==> src/rtl/munch_pkg.sv <==
// Shared definitions for the response path of the match engine.
// Holds the serializer state encoding and the response/command byte codes,
// which the command parser reuses.
package munch_pkg;

  typedef enum logic [2:0] {
    StIdle,
    StLoad,
    StStrobe,
    StHold,
    StWait
  } sender_state_e;

  localparam logic [7:0] RESP_FOUND     = 8'h01;
  localparam logic [7:0] RESP_NOT_FOUND = 8'h00;
  localparam logic [7:0] CMD_TEST       = 8'h04;

endpackage

==> src/rtl/tx_result_sender_if.sv <==
// Byte handshake between the result sender and async_transmitter.
//   txd_start : one-cycle strobe, sender -> transmitter
//   txd_data  : byte to send, valid with txd_start (0x00 otherwise)
//   txd_busy  : transmitter busy, transmitter -> sender
interface tx_result_sender_if;
  logic       txd_start;
  logic [7:0] txd_data;
  logic       txd_busy;

  modport master (output txd_start, output txd_data, input txd_busy);
  modport slave  (input txd_start, input txd_data, output txd_busy);
endinterface

==> src/rtl/tx_result_sender.sv <==
// Response serializer: captures a match report or a loopback test request and
// emits it byte by byte to async_transmitter.
//   clk           : system clock
//   reset         : synchronous, active-high
//   report_start  : one-cycle match-report request (found/pos/len captured with it)
//   report_found  : match flag
//   report_pos    : 32-bit byte offset of the match, sent big-endian
//   report_len    : match length
//   test_start    : one-cycle request for the TEST_COUNT..1 test frame
//   sender_busy   : high from accept until the last byte's handshake completes
//   tx            : txd_start/txd_data/txd_busy handshake (master side)
module tx_result_sender
  import munch_pkg::*;
#(
  parameter int unsigned TEST_COUNT = 4
) (
  input  logic                      clk,
  input  logic                      reset,
  input  logic                      report_start,
  input  logic                      report_found,
  input  logic [31:0]               report_pos,
  input  logic [7:0]                report_len,
  input  logic                      test_start,
  output logic                      sender_busy,
  tx_result_sender_if.master        tx
);

  sender_state_e state;
  logic [47:0]   shreg;     // outgoing match frame, current byte in [47:40]
  logic [2:0]    byte_idx;  // index of the byte currently on the wire
  logic [2:0]    last_idx;  // 5 for a found frame, 0 for a not-found frame
  logic [7:0]    test_cnt;  // test frame byte value, counts down to 1
  logic          is_test;

  logic       more;
  logic [7:0] cur_byte;
  logic [7:0] next_byte;

  always_comb begin
    more      = is_test ? (test_cnt != 8'd1) : (byte_idx != last_idx);
    cur_byte  = is_test ? test_cnt : shreg[47:40];
    next_byte = is_test ? (test_cnt - 8'd1) : shreg[39:32];
  end

  always_ff @(posedge clk) begin
    if (reset) begin
      state        <= StIdle;
      shreg        <= '0;
      byte_idx     <= '0;
      last_idx     <= '0;
      test_cnt     <= '0;
      is_test      <= 1'b0;
      sender_busy  <= 1'b0;
      tx.txd_start <= 1'b0;
      tx.txd_data  <= 8'h00;
    end else begin
      case (state)
        StIdle: begin
          // report_start has priority; a coincident test_start is dropped
          if (report_start) begin
            shreg       <= report_found ? {RESP_FOUND, report_pos, report_len}
                                        : {RESP_NOT_FOUND, 40'h0};
            last_idx    <= report_found ? 3'd5 : 3'd0;
            byte_idx    <= 3'd0;
            is_test     <= 1'b0;
            sender_busy <= 1'b1;
            state       <= StLoad;
          end else if (test_start) begin
            test_cnt    <= 8'(TEST_COUNT);
            is_test     <= 1'b1;
            sender_busy <= 1'b1;
            state       <= StLoad;
          end
        end
        StLoad: begin
          if (!tx.txd_busy) begin
            tx.txd_start <= 1'b1;
            tx.txd_data  <= cur_byte;
            state        <= StStrobe;
          end
        end
        StStrobe: begin
          tx.txd_start <= 1'b0;
          tx.txd_data  <= 8'h00;
          state        <= StHold;
        end
        // txd_busy rises one cycle after the strobe; skip that stale sample
        StHold: state <= StWait;
        StWait: begin
          if (!tx.txd_busy) begin
            if (more) begin
              if (is_test) begin
                test_cnt <= test_cnt - 8'd1;
              end else begin
                shreg    <= {shreg[39:0], 8'h00};
                byte_idx <= byte_idx + 3'd1;
              end
              tx.txd_start <= 1'b1;
              tx.txd_data  <= next_byte;
              state        <= StStrobe;
            end else begin
              sender_busy <= 1'b0;
              state       <= StIdle;
            end
          end
        end
        default: state <= StIdle;
      endcase
    end
  end

endmodule

==> src/flat_wrapper.sv <==
// flat-port wrapper written by rule: the top's interface ports become plain ports
module tx_result_sender_flat import munch_pkg::*;
#(
  parameter int unsigned TEST_COUNT = 4
)
  (clk, reset, report_start, report_found, report_pos, report_len, test_start, sender_busy, tx_txd_start, tx_txd_data, tx_txd_busy);
  tx_result_sender_if tx_i ();
  input  logic clk;
  input  logic reset;
  input  logic report_start;
  input  logic report_found;
  input  logic [31:0] report_pos;
  input  logic [7:0] report_len;
  input  logic test_start;
  output logic sender_busy;
  output wire logic [$bits(tx_i.txd_start)-1:0] tx_txd_start;
  output wire logic [$bits(tx_i.txd_data)-1:0] tx_txd_data;
  input wire logic [$bits(tx_i.txd_busy)-1:0] tx_txd_busy;
  assign tx_txd_start = tx_i.txd_start;
  assign tx_txd_data = tx_i.txd_data;
  assign tx_i.txd_busy = tx_txd_busy;
  tx_result_sender #(.TEST_COUNT(TEST_COUNT)) u_core (.clk(clk), .reset(reset), .report_start(report_start), .report_found(report_found), .report_pos(report_pos), .report_len(report_len), .test_start(test_start), .sender_busy(sender_busy), .tx(tx_i));
endmodule
==> config.mk <==
export PLATFORM = sky130hd
export DESIGN_NAME = tx_result_sender_flat
export DESIGN_NICKNAME = d
export VERILOG_FILES = /design/src/rtl/munch_pkg.sv /design/src/rtl/tx_result_sender_if.sv /design/src/rtl/tx_result_sender.sv /design/src/flat_wrapper.sv
export SDC_FILE = /design/constraint.sdc
export NUM_CORES = 1
export LEC_CHECK = 0
export CORE_UTILIZATION = 45
export DETAILED_ROUTE_END_ITERATION = 7
export DONT_BUFFER_PORTS = 1
export SYNTH_ARGS = -nofsm -noshare
export SYNTH_HDL_FRONTEND = slang
export SYNTH_SLANG_ARGS = --single-unit
==> constraint.sdc <==
create_clock -name clk -period 2.85 [get_ports clk]
set_input_delay 0.1425 -clock clk [delete_from_list [all_inputs] [get_ports clk]]
set_output_delay 0.1425 -clock clk [all_outputs]
set_load 0.1 [all_outputs]
==> results of run 1 <==
## worst min-delay path by stage
| stage | from | endpoint | slack [ns] | cells after the start |
|---|---|---|---|---|
| 3_5_place_dp | reset | u_core.tx.txd_data[0] | 0.22 | 1 |
| 6_report | report_pos[13] | u_core.shreg[21] | 0.01 | 2 |
| 5_1_grt | report_found | u_core.shreg[38] | 0.002 | 2 |
| 4_1_cts | report_found | u_core.shreg[25] | 0.0002 | 2 |
| 3_3_place_gp | reset | u_core.tx.txd_data[0] | 0.22 | 1 |
| 2_1_floorplan | tx_txd_busy | u_core.state[2] | 0.28 | 2 |
## where the power goes
group	switching, W	internal, W	leakage, nW	total [W]
combinational	0.000458	0.000271	0.816	0.000729
clock	0.000390	0.000514	0.106	0.000904
sequential	0.0000697	0.00113	0.606	0.00120
## metrics by stage
stage | setup slack [ns] | util (%)
floorplan | 0.7329 | -
global placement | 0.5766 | 48.75
detailed placement | 0.4761 | 48.75
CTS | 0.06006 | 54.90
global route | 0.01232 | 55.11
finish | 0.1539 | 55.11
## per-layer routing
metal  vias to the layer above  GRT usage [%]
met2                       102          39.07
met3                        14          4.423
met5                         -              0
met1                      1654          28.58
li1                       1770              -
met4                         0          8.209
## registers in the layout (all words and copies together), names as in the netlist
signal	cells
u_core.test_cnt	8
u_core.last_idx	1
u_core.tx.txd_start	1
u_core.sender_busy	1
u_core.tx.txd_data	8
u_core.shreg	48
u_core.state	3
u_core.byte_idx	3
u_core.is_test	1
## area by class of cell
type | count | area, um2 | area share [%]
clock buffers | 11 | 141.4 | 3.061
clock inverters | 4 | 76.32 | 1.652
inverters | 6 | 22.52 | 0.4875
multi-input cells | 343 | 2265 | 49.02
flip-flops and latches | 74 | 1483 | 32.10
well taps | 105 | 131.4 | 2.844
repair buffers | 53 | 500.5 | 10.83
## cells by family (layout without fill, tap and decap cells)
logic type / count (synthesis) / in the layout / synth area share, %
xor gates and xnor gates: 4 / 4 / 0.8801
AOI/OAI and AO/OA: 128 / 128 / 28.35
adders and majority gates: 3 / 3 / 0.9429
buffers and inverters: 51 / 74 / 6.317
muxes: 4 / 4 / 1.006
DFF: 74 / 74 / 37.21
and+or+nand+nor: 204 / 204 / 25.30
## Yosys cell counts (all sizes together), types with 2 or more instances
cell,n
a2bb2oi,3
a21oi,32
buf,15
dfxtp,74
or2,4
nand3,38
o22ai,2
o41ai,6
ha,3
o32ai,2
mux2i,4
clkbuf,30
or3b,3
nand2b,9
a31oi,5
nand2,50
a311oi,33
nand3b,5
nor4,4
o21ai,18
o21a,2
nor2b,4
nor2,56
or4,5
nor3b,3
inv,6
xnor2,3
a21o,2
a22o,8
or3,4
nand4,9
nor3,7
a211oi,4
## what timing repair did
| item | 4_1_cts | 5_1_grt |
|---|---|---|
| endpoints found under the setup margin | 0 | 1 |
| endpoints found under the hold margin | 64 | 1 |
| hold buffers | 28 | 1 |
| resized for setup | 0 | 2 |
==> impl_metrics.json, run 1 <==
{
  "status": "completed",
  "min_period_ns": 2.696,
  "grt_pass1_wl_um": 16300,
  "cts_tree": "yes",
  "yosysSeqAreaShare_pct": 37.21,
  "drc_errors": 0,
  "synth-seq-cells": 74,
  "hold_viol": 0,
  "cp_top_family": "simple AND/OR/NAND/NOR gates",
  "path_buf_inv": 2,
  "antenna_found_initial": 0,
  "antenna_left": 0,
  "routed-wl-met2_um": 4737,
  "grt_overflow": 0,
  "final_cell_mix": "dfxtp_1 (73), nor2_1 (55), nand2_1 (50)",
  "routedWlPerCell_um": 16.50,
  "cp.depth": 6,
  "grt_pass1_vias": 3325,
  "nets": 536,
  "die_h_um": 96.06,
  "rows": 33,
  "drive_above_1_share_pct": 17.72,
  "crit_type": "reg2reg",
  "wl_met3_um": 484,
  "ios": 56,
  "clock.fmax_mhz": 370.9,
  "drv_slew": 0,
  "timing.critical_path.required_ns": 3.14,
  "endpoint_kind": "flip-flop",
  "cap_violations": 0,
  "fp.dieW_um": 96.06,
  "hold_class": "in2reg",
  "power_w": 0.002832,
  "path_cells": "or2_2 -> and4bb_4 -> buf_12 -> nor2_1 -> a311oi_2 -> dlygate4sd3_1",
  "synth_warnings": 0,
  "worst_setup_path_start_kind": "flip-flop",
  "fin_tns_setup_ns": 0,
  "yosysTopAreaCell": "dfxtp_1",
  "root_buffer": "clkbuf_8",
  "synthDistinctLibCells": 58,
  "final_common_cell": "dfxtp_1",
  "drtIter0Drc": 163,
  "vias_per_cell": 5.940,
  "highest-signal-layer": "met4",
  "critPathSlowestCell": "and4bb_4",
  "p_per_area_nw_per_um2": 613.0,
  "syn_nets": 517,
  "fin_area_um2": 4619,
  "synth_top_area_share_pct": 37.21,
  "rsz0062_at_grt": "no",
  "r2r_start": "u_core.state[1]",
  "portBuffers": 0,
  "initial_utilization_pct": 47.50,
  "avgSynthCellArea_um2": 8.507,
  "post-cts-setup-buffers": 0,
  "crit_end": "u_core.shreg[30]",
  "htree_num_levels": 3,
  "fin_worst_skew_ns": 0.005656,
  "diodes": 0,
  "worst_pin_slew_ns": 1.035,
  "grt_max_degree": 65,
  "dr.pass1.iters": 4,
  "syn_inst": 468,
  "crit_fanout": 33,
  "gr-usage-all-layers_pct": 22.90,
  "crit_path_start": "u_core.state[1]",
  "dp_hpwl_um": 6519,
  "finalSetupViolations": 0,
  "core_um2": 8382,
  "p_leak_nw": 1.528,
  "insertion_delay_ns": 0.34,
  "area_growth_pct": 16.03,
  "slowest_delay_ns": 0.68,
  "clock-sinks": 74,
  "r2r_slack_ns": 0.15,
  "whs_ns": 0.01194,
  "synth.cell_area_um2": 3981,
  "period_share_pct": 94.60,
  "nFillCells": 787,
  "clk_path_buf_depth": 2,
  "r2r_cells": 6,
  "rr_endpoint": "u_core.shreg[30]",
  "timing.slew.headroom_pct": 30.74,
  "dp.cells": 552,
  "dpl_cell_area_um2": 4086,
  "synth_edf_count": 0,
  "die_area_um2": 9228,
  "vdd_drop_max_mv": 0.2392,
  "numCtsBuffers": 9,
  "clk_pin_slew_worst_paths_ns": 0.08,
  "drt_wl_total_um": 9832,
  "crit_arrival_ns": 2.99,
  "vias": 3540,
  "wl_met1_um": 4411,
  "netlist_top_cells_area": "dfxtp_1 (37%), a311oi_2 (12%), nor2_1 (5.2%)",
  "gp_congestion": 0.8007,
  "synth_ff_type": "dfxtp_1",
  "instances_no_fill": 596,
  "ys_async_sr_fraction_pct": 0
}
No activity file was read; power rests on OpenSTA's default activity.
==> run 2, diff against run 1 <==
Clock period 2.85 ns to 3.29 ns, I/O delays scaled along.
==> run 2 against run 1 <==
Against the previous run: clock-buffer cell count is 1 lower; sequential cell count stayed put; register-to-register slack better by 0.57 ns; fmax is 5.2% higher; critical endpoint is now u_core.shreg[11]; combinational power is 31% lower; clock skew is 0.0025 ns higher; critical path depth stayed put.
==> impl_metrics.json, run 2 (synthesis results as in run 1) <==
{
  "status": "completed",
  "clock.fmax_mhz": 390.1,
  "worst_pin_slew_ns": 0.9722,
  "drive_above_1_share_pct": 16.67,
  "nFillCells": 808,
  "antenna_left": 0,
  "endpoint_kind": "flip-flop",
  "die_h_um": 96.06,
  "grt_pass1_vias": 3253,
  "crit_type": "reg2reg",
  "ios": 56,
  "clk_path_buf_depth": 2,
  "top_regs": "u_core.shreg x48, u_core.test_cnt x8, u_core.tx.txd_data x8",
  "post-cts-setup-buffers": 0,
  "worst_setup_path_start_kind": "flip-flop",
  "drt_wl_total_um": 9951,
  "drv_slew": 0,
  "portBuffers": 0,
  "instances_no_fill": 573,
  "path_cells": "nor3b_1 -> a21oi_1 -> and4bb_4 -> buf_4 -> nor2_1 -> a311oi_2",
  "htree_num_levels": 3,
  "cts_tree": "yes",
  "use_met3_pct": 4.897,
  "final_cell_mix": "dfxtp_1 (74), nor2_1 (55), nand2_1 (50)",
  "cap_violations": 0,
  "grtUsageMet1_pct": 29.03,
  "core_um2": 8382,
  "area_growth_pct": 10.87,
  "die_area_um2": 9228,
  "grt_max_degree": 64,
  "vdd_drop_max_mv": 0.2794,
  "drtIter0Drc": 161,
  "rows": 33,
  "clock-sinks": 74,
  "vias_per_cell": 5.983,
  "finalSetupViolations": 0,
  "min_period_ns": 2.563,
  "dr.pass1.iters": 4,
  "clk_pin_slew_worst_paths_ns": 0.08,
  "timing.slew.headroom_pct": 35.10,
  "vias": 3428,
  "crit_fanout": 55,
  "initial_utilization_pct": 47.50,
  "root_buffer": "clkbuf_8",
  "routedWlPerCell_um": 17.37,
  "crit_arrival_ns": 2.83,
  "diodes": 0,
  "fin_area_um2": 4414,
  "largest_reg_flops": 48,
  "final_common_cell": "dfxtp_1",
  "dpl_cell_area_um2": 4006,
  "regMostFlops": "u_core.shreg",
  "hold_class": "in2reg",
  "fin_worst_skew_ns": 0.008144,
  "dp.cells": 543,
  "hold_viol": 0,
  "gr-usage-all-layers_pct": 22.65,
  "grt_overflow": 0,
  "p_per_area_nw_per_um2": 567.6,
  "gp_congestion": 0.8509,
  "antenna_found_initial": 0,
  "slowest_delay_ns": 0.85,
  "use_met2_pct": 38.30,
  "insertion_delay_ns": 0.35,
  "rsz0062_at_grt": "no",
  "p_leak_nw": 1.435,
  "numCtsBuffers": 9,
  "grt-busiest-layer": "met2",
  "nets": 512,
  "fp.dieW_um": 96.06,
  "fin_tns_setup_ns": 0,
  "period_share_pct": 77.91,
  "grt_pass1_wl_um": 16010,
  "timing.critical_path.required_ns": 3.56,
  "drc_errors": 0,
  "critPathSlowestCell": "and4bb_4",
  "dp_hpwl_um": 6430
}
-- run 2: worst max-delay path, delay by kind of cell (launching register included) --
family	cells	cell delay [ns]
DFF	1	0.60
buffers and inverters	1	0.36
AOI/OAI and AO/OA	2	0.32
and+or+nand+nor	3	1.19
-- run 2: where the power goes --
group	internal [W]	total (W)	switching, W
combinational	0.000195	0.000501	0.000306
clock	0.000527	0.000887	0.000359
sequential	0.000977	0.00112	0.000140
total	0.00170	0.00251	0.000806
-- run 2: cell type report --
class | count | area, um2 | share of cell area, %
clock inverter | 6 | 112.6 | 2.551
inverter | 6 | 22.52 | 0.5102
sequential | 74 | 1481 | 33.56
timing repair buffer | 29 | 270.3 | 6.122
tap | 105 | 131.4 | 2.976
clock buffer | 10 | 137.6 | 3.118
multi-input combinational | 343 | 2258 | 51.16
-- run 2: what timing repair did --
action | CTS | global route
endpoints found under the hold margin | 64 | 0
hold buffers | 14 | 0
resized for setup | 0 | 0
-- run 2: worst paths after layout --
path,startpoint,end,slack [ns],depth (start not counted)
setup reg to reg,u_core.state[2],u_core.shreg[11],0.73,6
setup / recovery,u_core.state[2],u_core.shreg[11],0.73,6
hold reg to reg,u_core.shreg[5],u_core.shreg[5],0.47,2
hold / removal,report_found,u_core.shreg[29],0.01,2
-- run 2: through the flow --
step                      hold WS (ns)  util [%]  setup WS (ns)  total power [W]
after global routing          0.005832     52.66         0.5005         0.002615
after CTS                     0.002001     52.66         0.7006         0.002522
final                          0.01467     52.66         0.7269         0.002505
after detailed placement        0.2439     47.80         0.7113         0.001600
after global placement          0.2415     47.80         0.8263         0.001591
after floorplan                 0.3005         -          1.173         0.001548
-- run 2: per-layer routing --
metal	routed length, um	vias up
li1	-	1717
met1	4463	1601
met2	4760	98
met3	577	12
met4	149	0
met5	0	-
==> run 3, diff against run 2 <==
Clock period 3.29 ns to 2.3 ns, I/O delays scaled along.
==> run 3 against run 2 <==
Against the previous run: worst setup slack got worse by 0.60 ns; sequential power grew 32%; die area unchanged; core utilization is 4.9 points higher; fmax rose by 18%; critical path depth did not move; global-route usage up 0.30 points; critical path type unchanged; critical endpoint is now u_core.test_cnt[6]; largest power group unchanged; highest routed layer unchanged.
==> impl_metrics.json, run 3 (synthesis results as in run 1) <==
{
  "routedWlPerCell_um": 16.46,
  "hold_viol": 0,
  "final_common_cell": "dfxtp_1",
  "r2r_start": "u_core.test_cnt[0]",
  "initial_utilization_pct": 47.50,
  "htree_num_levels": 3,
  "r2r_slack_ns": 0.12,
  "diodes": 0,
  "r2r_cells": 6,
  "fin_tns_setup_ns": 0,
  "finalSetupViolations": 0,
  "crit_end": "u_core.test_cnt[6]",
  "timing.slew.headroom_pct": 55.65,
  "rr_endpoint": "u_core.test_cnt[6]",
  "final_cell_mix": "dfxtp_1 (73), nor2_1 (55), nand2_1 (50)",
  "die_area_um2": 9228,
  "grt_max_degree": 68,
  "instances_no_fill": 614,
  "min_period_ns": 2.176,
  "status": "completed",
  "drv_slew": 0,
  "worst_setup_path_start_kind": "flip-flop",
  "dp.cells": 554,
  "whs_ns": 0.04181,
  "regMostFlops": "u_core.shreg",
  "root_buffer": "clkbuf_8",
  "timing.critical_path.required_ns": 2.57,
  "die_h_um": 96.06,
  "crit_arrival_ns": 2.45,
  "cts_tree": "yes",
  "gr-usage-all-layers_pct": 22.95,
  "numCtsBuffers": 9,
  "cap_violations": 0,
  "vias_per_cell": 5.863,
  "clk_path_buf_depth": 2,
  "endpoint_kind": "flip-flop",
  "period_share_pct": 94.61,
  "clock-sinks": 74,
  "fin_worst_skew_ns": 0.009348,
  "portBuffers": 0,
  "largest_reg_flops": 48,
  "dp_hpwl_um": 6588,
  "p_per_area_nw_per_um2": 721.6,
  "gp_congestion": 0.8481,
  "crit_fanout": 9,
  "vias": 3600,
  "clk_pin_slew_worst_paths_ns": 0.08,
  "dr.pass1.iters": 4,
  "worst_pin_slew_ns": 0.6597,
  "antenna_found_initial": 0,
  "drt_wl_total_um": 10110,
  "fp.dieW_um": 96.06,
  "nets": 554,
  "grt_pass1_vias": 3355,
  "hold_class": "in2reg",
  "post-cts-setup-buffers": 0,
  "grt_pass1_wl_um": 16400,
  "drive_above_1_share_pct": 17.88,
  "area_growth_pct": 21.21,
  "drc_errors": 0,
  "top_regs": "u_core.shreg x48, u_core.test_cnt x8, u_core.tx.txd_data x8",
  "core_um2": 8382,
  "nFillCells": 750,
  "rows": 33,
  "grt_overflow": 0,
  "p_leak_nw": 1.616,
  "crit_path_start": "u_core.test_cnt[0]",
  "crit_type": "reg2reg",
  "antenna_left": 0,
  "drtIter0Drc": 232,
  "vdd_drop_max_mv": 0.3738,
  "ios": 56,
  "clock.fmax_mhz": 459.5,
  "insertion_delay_ns": 0.34
}
==> run 3: area by class of cell <==
type | count | area (um2) | area share (%)
timing repair buffer | 71 | 723.2 | 14.99
sequential | 74 | 1483 | 30.72
tap | 105 | 131.4 | 2.722
clock buffer | 11 | 151.4 | 3.137
multi-input combinational | 343 | 2263 | 46.90
clock inverter | 4 | 51.30 | 1.063
inverter | 6 | 22.52 | 0.4667
==> run 3: stage by stage <==
step / area, um2 / power (W) / util (%) / setup slack, ns
2_1_floorplan: 3981 / 0.002214 / - / 0.1829
3_3_place_gp: 4139 / 0.002356 / 49.38 / 0.1710
3_5_place_dp: 4139 / 0.002368 / 49.38 / 0.1362
4_1_cts: 4810 / 0.003506 / 57.38 / 0.1100
5_1_grt: 4826 / 0.003663 / 57.58 / -0.01217
6_report: 4826 / 0.003482 / 57.58 / 0.1239
==> run 3: worst max-delay path: stages, from the launching register on <==
cell and delay, ns:
dfxtp_1 0.38, inv_1 0.10, ha_2 0.24, or3b_1 0.38
or4_1 0.44, or4_1 0.41, a31oi_1 0.16
==> run 3: repair_timing <==
| item | in CTS | in global routing |
|---|---|---|
| hold buffers | 44 | 1 |
| hold endpoints to repair | 65 | 1 |
| setup endpoints to repair | 0 | 13 |
| resized for setup | 0 | 3 |
==> run 3: power by group <==
part           switching (W)  internal, W  leakage [nW]
Sequential         0.0000775      0.00140         0.606
Clock               0.000485     0.000555         0.101
Combinational       0.000591     0.000376         0.909
==> run 3: layer usage <==
metal  GRT usage [%]  vias up  routed length (um)
met5               0        -                   0
met2           37.71      106                5034
li1                -     1800                   -
met1           30.52     1688                4479
met3           4.581        6                 523
met4           6.095        0                  67
==> run 3: worst min-delay path by stage <==
stage / start / end / slack, ns / cells after the start
after floorplan: tx_txd_busy / u_core.state[2] / 0.25 / 2
after global placement: reset / u_core.test_cnt[6] / 0.19 / 1
after detailed placement: reset / u_core.test_cnt[5] / 0.19 / 1
after CTS: report_pos[25] / u_core.shreg[33] / 0.0005 / 2
after global routing: reset / u_core.shreg[42] / 0.05 / 2
final: report_start / u_core.last_idx[0] / 0.04 / 3
